==> config.mk <==
export PLATFORM = sky130hd
export DESIGN_NAME = load_store_unit
export DESIGN_NICKNAME = d
export VERILOG_FILES = /design/src/rtl/load_store_unit.sv
export SDC_FILE = /design/constraint.sdc
export NUM_CORES = 1
export LEC_CHECK = 0
export CAP_MARGIN = 10
export CORE_UTILIZATION = 44
export CTS_CLUSTER_DIAMETER = 40
export DETAILED_ROUTE_END_ITERATION = 8
export GPL_TIMING_DRIVEN = 1
export PLACE_DENSITY = 0.8
export REMOVE_ABC_BUFFERS = 1
export SYNTH_ARGS = -nofsm -noshare
export SYNTH_HDL_FRONTEND = slang
export SYNTH_SLANG_ARGS = --single-unit
==> constraint.sdc <==
create_clock -name CLK -period 2.9 [get_ports CLK]
set_input_delay 0.725 -clock CLK [delete_from_list [all_inputs] [get_ports CLK]]
set_output_delay 0.725 -clock CLK [all_outputs]
set_load 0.01 [all_outputs]
==> src/rtl/load_store_unit.sv <==
// RV32I load/store unit: turns an ALU effective address into one request/acknowledge
// transaction on the data memory, stalls the pipeline meanwhile and returns formatted load data.
module load_store_unit #(
    parameter int unsigned TIMEOUT = 64
) (
    input  logic        CLK,
    input  logic        RESET,
    input  logic        MEM_READ,
    input  logic        MEM_WRITE,
    input  logic [2:0]  FUNCT3,
    input  logic [31:0] ADDRESS,
    input  logic [31:0] WRITE_DATA,
    output logic        BUSYWAIT,
    output logic [31:0] READ_DATA,
    output logic        LOAD_VALID,
    output logic        MISALIGNED,
    output logic        BUS_ERROR,
    output logic        DMEM_REQ,
    output logic        DMEM_WE,
    output logic [31:0] DMEM_ADDR,
    output logic [31:0] DMEM_WDATA,
    output logic [3:0]  DMEM_BE,
    input  logic [31:0] DMEM_RDATA,
    input  logic        DMEM_ACK
);

    typedef enum logic [1:0] {
        S_IDLE   = 2'd0,
        S_ACCESS = 2'd1,
        S_DONE   = 2'd2
    } state_e;

    localparam logic [7:0] TIMEOUT_LAST = 8'(TIMEOUT - 1);

    // Extract the addressed byte/halfword from a memory word and extend it.
    function automatic logic [31:0] fmt_load(input logic [2:0] f3, input logic [1:0] off,
                                             input logic [31:0] word);
        logic [7:0]  b;
        logic [15:0] h;
        b = word[{off, 3'b000} +: 8];
        h = off[1] ? word[31:16] : word[15:0];
        case (f3)
            3'b000:  fmt_load = {{24{b[7]}}, b};
            3'b001:  fmt_load = {{16{h[15]}}, h};
            3'b100:  fmt_load = {24'd0, b};
            3'b101:  fmt_load = {16'd0, h};
            default: fmt_load = word;
        endcase
    endfunction

    function automatic logic [3:0] store_be(input logic [2:0] f3, input logic [1:0] off);
        case (f3)
            3'b000:  store_be = 4'b0001 << off;
            3'b001:  store_be = 4'b0011 << {off[1], 1'b0};
            default: store_be = 4'b1111;
        endcase
    endfunction

    function automatic logic [31:0] store_wdata(input logic [2:0] f3, input logic [31:0] data);
        case (f3)
            3'b000:  store_wdata = {4{data[7:0]}};
            3'b001:  store_wdata = {2{data[15:0]}};
            default: store_wdata = data;
        endcase
    endfunction

    state_e      state_q, state_d;
    logic [7:0]  cnt_q, cnt_d;
    logic        req_q, req_d;
    logic        we_q, we_d;
    logic [31:0] addr_q, addr_d;
    logic [31:0] wdata_q, wdata_d;
    logic [3:0]  be_q, be_d;
    logic [2:0]  f3_q, f3_d;
    logic [1:0]  off_q, off_d;
    logic [31:0] rdata_q, rdata_d;
    logic        load_valid_q, load_valid_d;
    logic        misaligned_q, misaligned_d;
    logic        bus_error_q, bus_error_d;
    logic        busy_s;
    logic        req_s;
    logic        legal_s;
    logic        aligned_s;

    // Request decode: legality of FUNCT3 for the access direction and natural alignment.
    always_comb begin
        req_s = MEM_READ | MEM_WRITE;
        if (MEM_WRITE) begin
            legal_s = (FUNCT3 == 3'b000) || (FUNCT3 == 3'b001) || (FUNCT3 == 3'b010);
        end else begin
            legal_s = !((FUNCT3 == 3'b011) || (FUNCT3 == 3'b110) || (FUNCT3 == 3'b111));
        end
        case (FUNCT3[1:0])
            2'b10:   aligned_s = (ADDRESS[1:0] == 2'b00);
            2'b01:   aligned_s = (ADDRESS[0] == 1'b0);
            default: aligned_s = 1'b1;
        endcase
    end

    // Next-state and output logic for the IDLE/ACCESS/DONE transaction sequencer.
    always_comb begin
        state_d      = state_q;
        cnt_d        = cnt_q;
        req_d        = req_q;
        we_d         = we_q;
        addr_d       = addr_q;
        wdata_d      = wdata_q;
        be_d         = be_q;
        f3_d         = f3_q;
        off_d        = off_q;
        rdata_d      = rdata_q;
        load_valid_d = 1'b0;
        misaligned_d = 1'b0;
        bus_error_d  = 1'b0;
        busy_s       = 1'b0;
        case (state_q)
            S_IDLE: begin
                if (req_s && legal_s && aligned_s) begin
                    busy_s  = 1'b1;
                    state_d = S_ACCESS;
                    cnt_d   = 8'd0;
                    req_d   = 1'b1;
                    we_d    = MEM_WRITE;
                    addr_d  = {ADDRESS[31:2], 2'b00};
                    f3_d    = FUNCT3;
                    off_d   = ADDRESS[1:0];
                    if (MEM_WRITE) begin
                        wdata_d = store_wdata(FUNCT3, WRITE_DATA);
                        be_d    = store_be(FUNCT3, ADDRESS[1:0]);
                    end else begin
                        be_d    = 4'b1111;
                    end
                end else if (req_s) begin
                    misaligned_d = 1'b1;
                end else begin
                    state_d = S_IDLE;
                end
            end
            S_ACCESS: begin
                busy_s = 1'b1;
                // An ACK on the final allowed cycle still completes the access.
                if (DMEM_ACK) begin
                    req_d   = 1'b0;
                    state_d = S_DONE;
                    if (!we_q) begin
                        rdata_d      = fmt_load(f3_q, off_q, DMEM_RDATA);
                        load_valid_d = 1'b1;
                    end else begin
                        rdata_d = rdata_q;
                    end
                end else if (cnt_q == TIMEOUT_LAST) begin
                    req_d       = 1'b0;
                    bus_error_d = 1'b1;
                    rdata_d     = 32'd0;
                    cnt_d       = 8'd0;
                    state_d     = S_DONE;
                end else begin
                    cnt_d = cnt_q + 8'd1;
                end
            end
            S_DONE: begin
                state_d = S_IDLE;
            end
            default: begin
                state_d = S_IDLE;
                req_d   = 1'b0;
            end
        endcase
    end

    // State and output registers.
    always_ff @(posedge CLK or negedge RESET) begin
        if (!RESET) begin
            state_q      <= S_IDLE;
            cnt_q        <= 8'd0;
            req_q        <= 1'b0;
            we_q         <= 1'b0;
            addr_q       <= 32'd0;
            wdata_q      <= 32'd0;
            be_q         <= 4'd0;
            f3_q         <= 3'd0;
            off_q        <= 2'd0;
            rdata_q      <= 32'd0;
            load_valid_q <= 1'b0;
            misaligned_q <= 1'b0;
            bus_error_q  <= 1'b0;
        end else begin
            state_q      <= state_d;
            cnt_q        <= cnt_d;
            req_q        <= req_d;
            we_q         <= we_d;
            addr_q       <= addr_d;
            wdata_q      <= wdata_d;
            be_q         <= be_d;
            f3_q         <= f3_d;
            off_q        <= off_d;
            rdata_q      <= rdata_d;
            load_valid_q <= load_valid_d;
            misaligned_q <= misaligned_d;
            bus_error_q  <= bus_error_d;
        end
    end

    // The stall must be visible in the request cycle itself, so it is combinational.
    assign BUSYWAIT   = busy_s & RESET;
    assign READ_DATA  = rdata_q;
    assign LOAD_VALID = load_valid_q;
    assign MISALIGNED = misaligned_q;
    assign BUS_ERROR  = bus_error_q;
    assign DMEM_REQ   = req_q;
    assign DMEM_WE    = we_q;
    assign DMEM_ADDR  = addr_q;
    assign DMEM_WDATA = wdata_q;
    assign DMEM_BE    = be_q;

endmodule

* After elaboration in Yosys (flattened, before gate mapping)
Cells that the tools add are included.
Cells by class: reductions and logical operators 19, mux-type cells 34, bitwise logic cells 4, equality and inequality tests 18, add/subtract/negate cells 1, shifts and indexed selects 3
Operators by type and width (count):
- $pmux W32 S4 | 1
- $mux W32 | 3
- $pmux W32 S2 | 1
- $shiftx A32 B6 Y8 | 1
- $mux W8 | 3
- $mux W16 | 1
- $pmux W8 S2 | 1
- $mux W1 | 14
- $eq A3 B3 Y1 const B | 4
- $reduce_and A3 Y1 | 4
- $add A8 B1 Y8 const B | 1
- $eq A8 B6 Y1 const B | 1
- $mux W2 | 4
- $pmux W4 S2 | 1
- $eq A3 B1 Y1 const B | 2
- $eq A3 B2 Y1 const B | 2
- $logic_not A3 Y1 | 2
- $ne A2 B2 Y1 const B | 3
- $ne A3 B3 Y1 const B | 2
- $eq A2 B1 Y1 const B | 2
- $eq A2 B2 Y1 const B | 2
- $logic_not A2 Y1 | 2
- $logic_or A1 B1 Y1 | 4
- $mux W4 | 1
- other kinds (12) | 17
Storage, ports and cells: output and inout port bits 106, register bits 118, input bits 104

* Longest topological paths before layout
Gate-level depths: netlist of the first run.
depth in word-level cells 10, depth in mapped cells 8

* Worst setup path after synthesis of the first run
Ideal clock, no wire load.
path type input-to-output, start point input port FUNCT3[0], end point output port BUSYWAIT, cell stages on the path 6, data arrival time 1995 ps, slack 180 ps, cells stage by stage inv_1 > ha_1 > or3_1 > a22o_1 > and2b_1 > o211a_1
Between the ends: longest elaborated chain between the ends 10, elaborated cells on any way between the ends 20, those cells by class eq/ne: 7; mux: 4; bitwise: 1; reduce/logical: 8
RTL lines:
- start: declaration | RTL line 10 | input logic [2:0] FUNCT3,
- $eq A3 B2 Y1 or $eq A3 B3 Y1 (tied branches) | RTL line 91 | legal_s = !((FUNCT3 == 3'b011) || (FUNCT3 == 3'b110) || (FUNCT3 == 3'b111));
- $logic_or A1 B1 Y1 (2 in series) | RTL line 91
- $logic_not A1 Y1 | RTL line 91
- $mux W1 | RTL line 88 | if (MEM_WRITE) begin
- $logic_and A1 B1 Y1 | RTL line 118 | if (req_s && legal_s && aligned_s) begin
- $logic_and A1 B1 Y1 * | RTL line 118
- $mux W1 * | RTL line 118
- $pmux W1 S2 * | RTL line 116 | case (state_q)
- $and A1 B1 Y1 * | RTL line 205 | assign BUSYWAIT = busy_s & RESET;
- end: declaration | RTL line 13 | output logic BUSYWAIT,
Mark *: on every way between the ends. The rest lies on a longest branch, timed or not.

* Final worst setup path of the first run
Same ends and word-level chain as after synthesis.

==> results of run 1 <==
cells in the mapped netlist (all sizes together), types with 2 or more instances:
cell type | count | area share
mux2 | 72 | 0.15
o22ai | 9 | 0.010
and2 | 10 | 0.011
ha | 5 | 0.011
a22o | 2 | 0.0032
clkbuf | 21 | 0.014
nor3 | 5 | 0.0045
a221o | 25 | 0.045
nor4bb | 2 | 0.0036
nor2b | 5 | 0.0056
a21o | 9 | 0.012
a21oi | 18 | 0.016
o31ai | 4 | 0.0054
nor3b | 4 | 0.0054
o311ai | 2 | 0.0032
nand2 | 29 | 0.020
o32a | 4 | 0.0072
a211oi | 3 | 0.0041
and3 | 2 | 0.0023
nand3 | 5 | 0.0045
a32o | 2 | 0.0036
o21ai | 17 | 0.015
inv | 15 | 0.010
mux2i | 16 | 0.029
nand2b | 9 | 0.010
o32ai | 4 | 0.0063
buf | 14 | 0.019
nor2 | 12 | 0.0081
dfrtp | 118 | 0.53
o41ai | 3 | 0.0047
cell usage in the layout (no fill, tap or decap), types with 5 or more instances in the layout:
| cell | instances |
|---|---|
| clkdlybuf4s50_1 | 201 |
| dfrtp_1 | 118 |
| mux2_2 | 72 |
| nand2_1 | 29 |
| a221o_1 | 25 |
| buf_4 | 25 |
| a21oi_1 | 18 |
| o21ai_0 | 17 |
| clkbuf_16 | 17 |
| mux2i_1 | 16 |
| inv_1 | 13 |
| nor2_1 | 12 |
| o22ai_1 | 9 |
| and2_1 | 9 |
| a21o_1 | 9 |
| nand2b_1 | 8 |
| nor2b_1 | 5 |
| nor3_1 | 5 |
| nand3_1 | 5 |
| clkbuf_8 | 5 |
state kept, by name (all words and copies together) (netlist names), 2 cells and up:
| signal | count |
|---|---|
| DMEM_ADDR | 30 |
| DMEM_WDATA | 32 |
| DMEM_BE | 4 |
| f3_q | 3 |
| cnt_q | 8 |
| off_q | 2 |
| READ_DATA | 32 |
| state_q | 2 |
worst max-delay path: stages:
cell	delay [ps]
buf_8	100
buf_6	110
ha_4	150
or3_4	330
a22o_1	220
and2b_1	170
o211a_1	220
buf_6	120
cells by family after synthesis:
family	after synthesis
flops	118
simple gates	90
other cells	1
buf+inv	50
mux	89
fa+ha+maj	5
compound gates	108
area by class of cell:
type	count	area (sq um)
antenna	1	2.50
clock buffer	24	502
clock inverter	8	95.1
fill	870	3580
inverter	15	58.8
multi-input combinational	294	2400
sequential	118	2950
tap	168	210
timing repair buffer	237	2360
power groups by stage:
stage	Clock [W]	Combinational (W)	Sequential, W
after floorplan	0	0.00106	0.00312
after global placement	0	0.00322	0.00281
after detailed placement	0	0.00330	0.00287
after CTS	0.00213	0.00334	0.00285
after global routing	0.00220	0.00353	0.00294
final	0.00210	0.00331	0.00285
how the worst min path moves through the flow:
| stage | slack (ps) | cells past startpoint | end |
|---|---|---|---|
| 4_1_cts | 450 | 2 | READ_DATA[26] |
| 2_1_floorplan | 430 | 0 | BUS_ERROR |
| 5_1_grt | 500 | 2 | READ_DATA[26] |
| 3_3_place_gp | 460 | 2 | READ_DATA[1] |
| 6_report | 440 | 2 | READ_DATA[26] |
| 3_5_place_dp | 470 | 2 | READ_DATA[1] |
routing by layer:
layer	track usage	vias to the layer above	wire length (um)
met5	0	-	0
met4	0.119	0	404
met3	0.0905	31	1480
met2	0.444	228	8120
met1	0.284	2357	6120
li1	-	2149	-
timing repair:
action,4_1_cts,5_1_grt
pin swaps,4,2
resized for setup,27,4
endpoints found under the setup margin,1,1
endpoints found under the hold margin,0,0
hold buffers,0,0
setup buffers,2,0
metrics by stage:
step	total power, W	TNS (ps)	area [sq um]	utilization
2_1_floorplan	0.00418	-15610	5360	-
3_3_place_gp	0.00603	-12760	7910	0.651
3_5_place_dp	0.00617	-19850	7910	0.651
4_1_cts	0.00832	-10.1	8570	0.704
5_1_grt	0.00867	-15.5	8580	0.705
6_report	0.00826	0	8580	0.706
==> flow_summary.ini, run 1 <==
[final_layout]
drive_gt1_frac = 0.217
area_growth_pct = 54.9
layout.nets = 792
fin_cells = 865

[placement]
dpl.hpwl_um = 11600
place_ws_ps = -898
numPlacedInstances = 830
gp_congestion = 0.835
port_buffers = 207

[setup_path]
crit_start = FUNCT3[0]
timing.rr.start = cnt_q[4]
path_max_fanout = 2
critPathCapture = BUSYWAIT
rrSetupSlack_ps = 800
critPathLaunchType = primary input
cp.required_ps = 2170
r2r-end = READ_DATA[1]
cp-end-kind = output port
worstRegToRegCells = 4
cp.arrival_ps = 2150
critPathKind = primary input to output port

[clocking]
cts_tree = built
clk_latency_ps = 420
root_buffer = clkbuf_16
clockBufferDepth = 2
clock_sinks = 118
cts_buffers = 17
ctsHtreeMaxLevel = 4
clk_pin_slew_ps = 50

[synthesis]
synthDistinctLibCells = 48
ys.flop_type = dfrtp_1
synthAdderAreaFrac = 0.0113
postSynthCellCount = 461
ys_warn_count = 0
synth_xor_area_frac = 0
ys_seq_elements = 118
synth_area_sq_um = 5540
avgSynthCellArea_sq_um = 12.0
async_flop_share = 1.00
yosys.area_share.simple = 0.0863
synthMuxAreaShare = 0.179
synth_compound_area_frac = 0.146
synth_top_family_by_area = multiplexers
synth_edf_count = 0
yosysSeqAreaShare = 0.533

[grt]
overflow = 0
grt_max_degree = 71
grt_pass1_vias = 4943
antenna_found_initial = 1
grt_pass1_wl_um = 25400
grt_util_all_layers = 0.257

[outcome]
outcome = complete, no violations

[route]
finalWirelength_um = 16100
firstDrtPassIters = 4
drc = 0
vias_per_cell = 5.51
vias = 4765
ant_nets = 0
routedWlPerCell_um = 18.6
drtIter0Drc = 261

[pwr]
power_density_nw_per_um2 = 963
power_frac_comb = 0.401
seq_power_share = 0.345
power.leakage_nw = 3.69
p_clk_frac = 0.254
vdd_drop_max_uv = 582
switching_power_w = 0.00254
p_sw_frac = 0.307
p_int_w = 0.00572

[sta]
worst_slack_ps = 23.5
worst_slew_pin_slew_ps = 895
holdWs_ps = 441
hold_violations = 0
timing.fmax_mhz = 348
grt_setup_unrepaired = true
fin_crit_sh = 0.992
min_period_ps = 2880
clock_skew_ps = 9.37
setup_violations = 0
drv_slew = 0
slew_headroom = 0.403

[floorplanning]
ios = 210
initial_utilization = 0.456
die_h_um = 114
fp-row-count = 40
die_area_sq_um = 13000
die-width_um = 114
core_sq_um = 12200

[run]
maxCapViolations = 0

[hold_path]
hold_class = primary input to asynchronous set/reset pin
Power figures use the tool's default switching activity.
==> run 2, diff against run 1 <==
==> constraint.sdc (replaced) <==
create_clock -name CLK -period 3 [get_ports CLK]
set_input_delay 0.75 -clock CLK [delete_from_list [all_inputs] [get_ports CLK]]
set_output_delay 0.75 -clock CLK [all_outputs]
set_load 0.01 [all_outputs]
==> flow_summary.ini, run 2 (synthesized netlist as in run 1, its figures left out) <==
[grt]
grt.busiest_layer = met2
grt_util_met3 = 0.104
overflow = 0
use_met1 = 0.295
grt_pass1_wl_um = 25600
grt_use_met2 = 0.436
grt_util_all_layers = 0.258
grt_pass1_vias = 4996
grt_max_degree = 69
antenna_found_initial = 0

[clocking]
clockBufferDepth = 2
cts_buffers = 17
cts_tree = built
clock_sinks = 118
ctsHtreeMaxLevel = 4
clk_latency_ps = 410
clk_pin_slew_ps = 50
root_buffer = clkbuf_16

[hold_path]
hold_depth = 2
hold_class = register to register

[final_layout]
fin_cells = 862
fillers = 861
drive_gt1_frac = 0.206
area_growth_pct = 54.4
mostFrequentLayoutCells = clkdlybuf4s50_1, dfrtp_1, mux2_2, nand2_1, buf_4
insertedDiodeCount = 0
layout.nets = 790
multi_input_area_sq_um = 2410
layout_commonest_cell = clkdlybuf4s50_1
register_area_sq_um = 2950

[placement]
port_buffers = 207
numPlacedInstances = 828
dpl.hpwl_um = 11400
gp_congestion = 0.854

[floorplanning]
fp-row-count = 40
die_area_sq_um = 13000
die-width_um = 114
initial_utilization = 0.456
ios = 210
die_h_um = 114
core_sq_um = 12200

[run]
maxCapViolations = 0

[setup_path]
cp-end-kind = output port
timing.rr.start = off_q[1]
cp.required_ps = 2250
crit_start = ADDRESS[1]
critPathSlowestCell = clkdlybuf4s50_1
critPathLaunchType = primary input
critPathKind = primary input to output port
crit_path_max_incr_delay_ps = 430
worstRegToRegCells = 6
r2r-end = READ_DATA[30]
path_max_fanout = 2
critPathCapture = BUSYWAIT
crit_chain = clkdlybuf4s50_1, or3b_1, and3_4, and2b_1, o211a_1, buf_2
rrSetupSlack_ps = 920
cp.arrival_ps = 2220

[sta]
min_period_ps = 2970
worst_slew_pin_slew_ps = 881
timing.fmax_mhz = 336
slew_headroom = 0.413
drv_slew = 0
clock_skew_ps = 7.89
setup_violations = 0
hold_violations = 0
fin_crit_sh = 0.991
tns_ps = 0

[route]
ant_nets = 0
finalWirelength_um = 16000
drc = 0
vias_per_cell = 5.44
firstDrtPassIters = 4
vias = 4688
routedWlPerCell_um = 18.6
drtIter0Drc = 266

[pwr]
power_density_nw_per_um2 = 938
power.leakage_nw = 3.65
vdd_drop_max_uv = 606

[outcome]
outcome = complete, no violations
==> run 2: where the power goes <==
part / total (W) / internal, W / switching, W
clock: 0.00208 / 0.00139 / 0.000694
combinational: 0.00318 / 0.00192 / 0.00126
sequential: 0.00276 / 0.00228 / 0.000480
total: 0.00803 / 0.00559 / 0.00244
==> run 2: through the flow <==
| step | power [W] | hold slack, ps | utilization | worst slack, ps | instance area (sq um) |
|---|---|---|---|---|---|
| 3_5_place_dp | 0.00595 | 469 | 0.649 | -797 | 7900 |
| 3_3_place_gp | 0.00582 | 456 | 0.649 | -728 | 7900 |
| 5_1_grt | 0.00846 | 496 | 0.704 | -22.5 | 8560 |
| 4_1_cts | 0.00810 | 481 | 0.702 | 26.6 | 8530 |
| 2_1_floorplan | 0.00404 | 454 | - | -325 | 5360 |
| 6_report | 0.00803 | 477 | 0.704 | 27.7 | 8560 |
==> run 2: final cells by class <==
cell class,instances,share of cell area
inverter,15,0.00687
sequential,118,0.345
clock buffer,24,0.0528
tap,168,0.0246
clock inverter,8,0.0174
timing repair buffer,235,0.272
multi-input combinational,294,0.282
==> run 2: how the worst min path moves through the flow <==
stage                  from            to
6_report       READ_DATA[0]  READ_DATA[0]
5_1_grt        READ_DATA[3]  READ_DATA[3]
4_1_cts        READ_DATA[0]  READ_DATA[0]
3_5_place_dp   READ_DATA[9]  READ_DATA[9]
3_3_place_gp   READ_DATA[1]  READ_DATA[1]
2_1_floorplan         RESET     BUS_ERROR
==> run 2: what timing repair did <==
item / in CTS / in global routing
resized for setup: 21 / 6
cloned: 0 / 0
setup buffers: 2 / 1
setup endpoints to repair: 1 / 1
pin swaps: 2 / 2
hold buffers: 0 / 0
==> run 2: critical path: cells and delay by family <==
kind                   cells  cell delay, ps
AO/OA/AOI/OAI              1             130
AND/OR/NAND/NOR            3             790
buffers and inverters      2             560
==> run 2: routing by layer <==
metal	part of all wire	routed length, um	vias to the layer above
met1	0.40	6330	2336
li1	-	-	2139
met2	0.50	8030	194
met5	0	0	-
met4	0.014	218	0
met3	0.088	1410	19
